**config.mk**
```make
export PLATFORM = sky130hd
export DESIGN_NAME = wb_arbiter
export DESIGN_NICKNAME = d
export VERILOG_FILES = /design/src/rtl/wb_arbiter_pkg.sv /design/src/rtl/wb_arbiter_rr.sv /design/src/rtl/wb_arbiter.sv
export SDC_FILE = /design/constraint.sdc
export NUM_CORES = 1
export LEC_CHECK = 0
export BUFFER_PORTS_ARGS = -buffer_cell sky130_fd_sc_hd__buf_2
export CORE_AREA = 2 2 140 142
export CTS_BUF_LIST = sky130_fd_sc_hd__clkbuf_4 sky130_fd_sc_hd__clkbuf_8 sky130_fd_sc_hd__clkbuf_16
export DETAILED_ROUTE_END_ITERATION = 7
export DIE_AREA = 0 0 142 144
export PLACE_DENSITY = 0.63
export SLEW_MARGIN = 20
export SYNTH_ARGS = -nofsm -noshare
export SYNTH_HDL_FRONTEND = slang
export SYNTH_HIERARCHICAL = 1
export SYNTH_SLANG_ARGS = --single-unit
```
**constraint.sdc**
```tcl
create_clock -name clk -period 4.9 [get_ports clk]
set_input_delay 0.735 -clock clk [delete_from_list [all_inputs] [get_ports clk]]
set_output_delay 0.735 -clock clk [all_outputs]
set_load 0.01 [all_outputs]
```
**src/rtl/wb_arbiter_pkg.sv**
```systemverilog
// Shared core types and the default writeback channel map.
// Imported by the writeback arbiter and its round-robin picker.
package CorePack;

   localparam int XLEN = 64;
   localparam int REG_IDX_W = 5;

   typedef logic [XLEN-1:0]      data_t;
   typedef logic [REG_IDX_W-1:0] reg_idx_t;

   localparam int WB_SRC_ALU = 0;
   localparam int WB_SRC_MEM = 1;
   localparam int WB_SRC_PC  = 2;
   localparam int WB_SRC_CSR = 3;

endpackage

```
**src/rtl/wb_arbiter_rr.sv**
```systemverilog
// Round-robin picker: first requester at or above ptr, wrapping.
// Purely combinational; the pointer register lives in the caller.
module rr_arbiter
   import CorePack::*;
#(
   parameter  int N = 4,
   localparam int W = (N > 1) ? $clog2(N) : 1
) (
   input  logic [N-1:0] req,
   input  logic         hold,
   input  logic [W-1:0] ptr,
   output logic [N-1:0] grant,
   output logic [W-1:0] idx,
   output logic         found
);

   int          j;
   logic [W-1:0] cand;

   always_comb begin
      grant = '0;
      idx   = '0;
      found = 1'b0;
      j     = 0;
      cand  = '0;
      for (int k = 0; k < N; k++) begin
         j    = (int'(ptr) + k) % N;
         cand = W'(j);
         if (!found && !hold && req[cand]) begin
            found       = 1'b1;
            grant[cand] = 1'b1;
            idx         = cand;
         end
      end
   end

endmodule

```
**src/rtl/wb_arbiter.sv**
```systemverilog
// Writeback stage: round-robin merge of producers into one registered
// register-file write port, with retire pulse and sticky rd conflict flag.
module wb_arbiter
   import CorePack::*;
#(
   parameter  int NUM_SRC = 4,
   parameter  int DATA_W  = 64,
   parameter  int RD_W    = 5,
   localparam int SW      = (NUM_SRC > 1) ? $clog2(NUM_SRC) : 1
) (
   input  logic                      clk,
   input  logic                      rst,
   input  logic [NUM_SRC-1:0]        src_valid,
   input  logic [NUM_SRC*RD_W-1:0]   src_rd,
   input  logic [NUM_SRC*DATA_W-1:0] src_data,
   output logic [NUM_SRC-1:0]        src_ready,
   input  logic                      hold,
   output logic                      wb_valid,
   output logic                      wb_en,
   output logic [RD_W-1:0]           wb_rd,
   output logic [DATA_W-1:0]         wb_data,
   output logic [SW-1:0]             wb_src,
   output logic                      conflict,
   input  logic                      conflict_clr
);

   logic [SW-1:0]      ptr;
   logic [NUM_SRC-1:0] grant;
   logic [SW-1:0]      idx;
   logic               found;
   logic               take;
   logic               match;
   logic [RD_W-1:0]    sel_rd;
   logic [DATA_W-1:0]  sel_data;
   logic [RD_W-1:0]    rd_i;
   logic [RD_W-1:0]    rd_j;

   rr_arbiter #(.N(NUM_SRC)) u_rr (
      .req   (src_valid),
      .hold  (hold),
      .ptr   (ptr),
      .grant (grant),
      .idx   (idx),
      .found (found)
   );

   // A grant seen during reset is never taken.
   assign take      = found && !rst;
   assign src_ready = rst ? '0 : grant;

   assign sel_rd   = src_rd[int'(idx)*RD_W +: RD_W];
   assign sel_data = src_data[int'(idx)*DATA_W +: DATA_W];

   assign wb_en = wb_valid && (wb_rd != '0);

   always_comb begin
      match = 1'b0;
      rd_i  = '0;
      rd_j  = '0;
      for (int i = 0; i < NUM_SRC; i++) begin
         for (int k = i + 1; k < NUM_SRC; k++) begin
            rd_i = src_rd[i*RD_W +: RD_W];
            rd_j = src_rd[k*RD_W +: RD_W];
            if (src_valid[i] && src_valid[k] &&
                rd_i == rd_j && rd_i != '0)
               match = 1'b1;
         end
      end
   end

   always_ff @(posedge clk) begin
      if (rst) begin
         ptr      <= '0;
         wb_valid <= 1'b0;
         wb_rd    <= '0;
         wb_data  <= '0;
         wb_src   <= '0;
         conflict <= 1'b0;
      end else begin
         if (take) begin
            ptr      <= (idx == SW'(NUM_SRC - 1)) ? '0 : idx + 1'b1;
            wb_valid <= 1'b1;
            wb_rd    <= sel_rd;
            wb_data  <= sel_data;
            wb_src   <= idx;
         end else begin
            wb_valid <= 1'b0;
         end
         // New match beats a same-cycle clear.
         if (match)
            conflict <= 1'b1;
         else if (conflict_clr)
            conflict <= 1'b0;
      end
   end

endmodule

```
==> impl_metrics.env <==
export IMPL_gp_congestion=0.8290
export IMPL_hp_class="reg -> reg"
export IMPL_clock_sinks=75
export IMPL_cts_resized_gates=0
export IMPL_finalCriticalPeriod_ns=3.986
export IMPL_dp_hpwl_mm=13.62
export IMPL_rsz0062_at_grt="no"
export IMPL_ys_types=39
export IMPL_final_setup_tns_ns=0
export IMPL_ant_nets=0
export IMPL_first_pass_iters=5
export IMPL_synth_compound_area_share_pct=3.720
export IMPL_dr_first_iter_drc_count=180
export IMPL_criticalPathCategory="reg -> reg"
export IMPL_hold_buffers=0
export IMPL_fill_cells=1914
export IMPL_clk_pin_slew_ns=0.06
export IMPL_wl_per_cell_um=16.95
export IMPL_synth_xor_area_share_pct=4.780
export IMPL_power_leakage_nw=3.715
export IMPL_ys_seq_elements=75
export IMPL_grt_pass1_vias=4944
export IMPL_routed_wl_mm=17.41
export IMPL_cts_setup_buffers=0
export IMPL_hold_ws_ns=0.4856
export IMPL_cp_max_fo=39
export IMPL_syn_num_nets=734
export IMPL_grt_max_degree=76
export IMPL_synthAdderAreaFrac_pct=1.884
export IMPL_drive_gt1_share_pct=58.38
export IMPL_worst_pin_slew_ns=0.8552
export IMPL_numPortBuffers=361
export IMPL_cp_end_kind="register"
export IMPL_fp_dieW_um=142
export IMPL_hold_viol_final=0
export IMPL_insertion_delay_ns=0.34
export IMPL_setup_viol=0
export IMPL_clock_tree_buffer_depth=2
export IMPL_ir_worst_vdd_uv=263.5
export IMPL_antenna_found_initial=2
export IMPL_cts_buffers=9
export IMPL_core_mm2=0.01908
export IMPL_yosysMostFrequentCell="nor2_1"
export IMPL_die_y_um=144
export IMPL_total_power_w=0.003896
export IMPL_worst_slack_ns=0.9141
export IMPL_drc=0
export IMPL_skew_ns=0.006646
export IMPL_worstPathRequired_ns=5.10
export IMPL_fin_crit_sh_pct=81.35
export IMPL_cts_max_level=3
export IMPL_outcome="finished, final reports clean"
export IMPL_crit_path_start_kind="register"
export IMPL_synth_area_mm2=0.005314
export IMPL_syn_instance_count=442
export IMPL_synthMuxAreaShare_pct=45.94
export IMPL_grt_pass1_wl_mm=25.89
export IMPL_grt_overflow=0
export IMPL_rows=51
export IMPL_drv_slew=0
export IMPL_synth_common_cells="nor2_1 (78), dfxtp_1 (75), mux2i_1 (74)"
export IMPL_syn_avg_cell_area_um2=12.02
export IMPL_netlist_top_cells_area="mux4_2 (30%), dfxtp_1 (28%), mux2i_1 (14%), nor2_1 (5.5%), xor2_1 (3.1%)"
export IMPL_die_area_mm2=0.02045
export IMPL_via_per_inst=4.881
export IMPL_synth_edff_count=0
export IMPL_maxSlewHeadroom_pct=42.99
export IMPL_initial_core_util_pct=27.85
export IMPL_synthArstFlopShare_pct=0
export IMPL_vias=5013
export IMPL_synth_top_family_by_area="multiplexers"
export IMPL_cts_tree="done"
export IMPL_synthSimpleGateAreaFrac_pct=9.112
export IMPL_area_growth_pct=41.18
export IMPL_io_pins=362
export IMPL_maxCapViolations=0
export IMPL_synth_area_leader_cell="mux4_2"
export IMPL_nNetsFinal=1075
export IMPL_synth_top_area_share_pct=29.67
export IMPL_gr_usage_all_layers_pct=16.28
export IMPL_clockRootBuffer="clkbuf_16"
export IMPL_synth_ff_type="dfxtp_1"
export IMPL_critPathArrivalTime_ns=4.19
export IMPL_dp_slack_ns=0.9514
export IMPL_synth_seq_area_share_pct=28.26
export IMPL_p_per_area_mw_per_mm2=519.3
export IMPL_fmax_mhz=250.9
export IMPL_ys_warnings_count=6
## path summary, 6_finish.rpt
kind | startpoint | cells past startpoint | to | slack (ns)
worst min-delay path | wb_data[3] | 2 | wb_data[3] | 0.49
worst max register to register | ptr[0] | 10 | wb_data[18] | 0.91
worst min register to register | wb_data[3] | 2 | wb_data[3] | 0.49
worst max-delay path | ptr[0] | 10 | wb_data[18] | 0.91
## state kept, by name, indices dropped and copies added (netlist names)
signal and flops:
wb_src 2, wb_data 64, ptr 2, wb_valid 1
conflict 1, wb_rd 5
## cells in the final DEF, fill, tap and decap left out, types with 3 or more instances in the layout
| master | n |
|---|---|
| a21oi_1 | 5 |
| a22oi_1 | 6 |
| and3b_1 | 4 |
| buf_12 | 3 |
| buf_2 | 361 |
| buf_4 | 3 |
| clkbuf_16 | 9 |
| dfxtp_1 | 75 |
| ha_1 | 8 |
| inv_1 | 7 |
| mux2_2 | 4 |
| mux2i_1 | 74 |
| mux4_1 | 3 |
| mux4_2 | 70 |
| nand4_1 | 5 |
| nor2_1 | 78 |
| nor2b_1 | 5 |
| nor4_1 | 6 |
| o21ai_0 | 3 |
| o22ai_1 | 4 |
| or4_1 | 3 |
| xnor2_1 | 10 |
| xor2_1 | 19 |
## cells by family after synthesis
family	count (synthesis)
muxes	151
and+or+nand+nor	107
AOI/OAI and AO/OA	28
buffers and inverters	44
adders and majority gates	8
xor gates and xnor gates	29
DFF	75
## per-stage QoR
step | utilization [%] | cells | area (µm²)
2_1_floorplan | - | 442 | 5314
3_3_place_gp | 37.86 | 1010 | 7224
3_5_place_dp | 37.86 | 1010 | 7224
4_1_cts | 39.31 | 1026 | 7500
5_1_grt | 39.32 | 1027 | 7502
6_report | 39.32 | 1027 | 7502
## layout make-up
cell class                 instances  area, µm²  area share [%]
sequential                        75       1501           20.01
timing repair buffer             367       1889           25.18
inverter                           7      26.28          0.3502
multi-input combinational        323       3510           46.78
tap                              238      297.8           3.969
clock inverter                     6      42.54          0.5670
clock buffer                      10      232.7           3.102
antenna                            1      2.502         0.03336
## power breakdown
group | total (W) | internal, W | switching [W]
Combinational | 0.00230 | 0.00120 | 0.00110
Sequential | 0.000975 | 0.000838 | 0.000136
Clock | 0.000621 | 0.000348 | 0.000272
Total | 0.00390 | 0.00239 | 0.00151
## critical path: stages (launching register included)
cell,delay (ns)
dfxtp_1,0.65
inv_1,0.26
ha_1,0.48
mux4_1,0.69
inv_1,0.12
o31ai_1,0.11
a221oi_4,0.38
buf_12,0.32
mux4_1,0.60
mux2i_1,0.14
nor2_1,0.05
## routing by layer
layer	track usage, %	share of wire, %
met4	7.105	2.4
met2	28.88	50
met3	3.444	6.4
met5	0	0.069
met1	18.99	41
(Power assumes the default switching activity.)
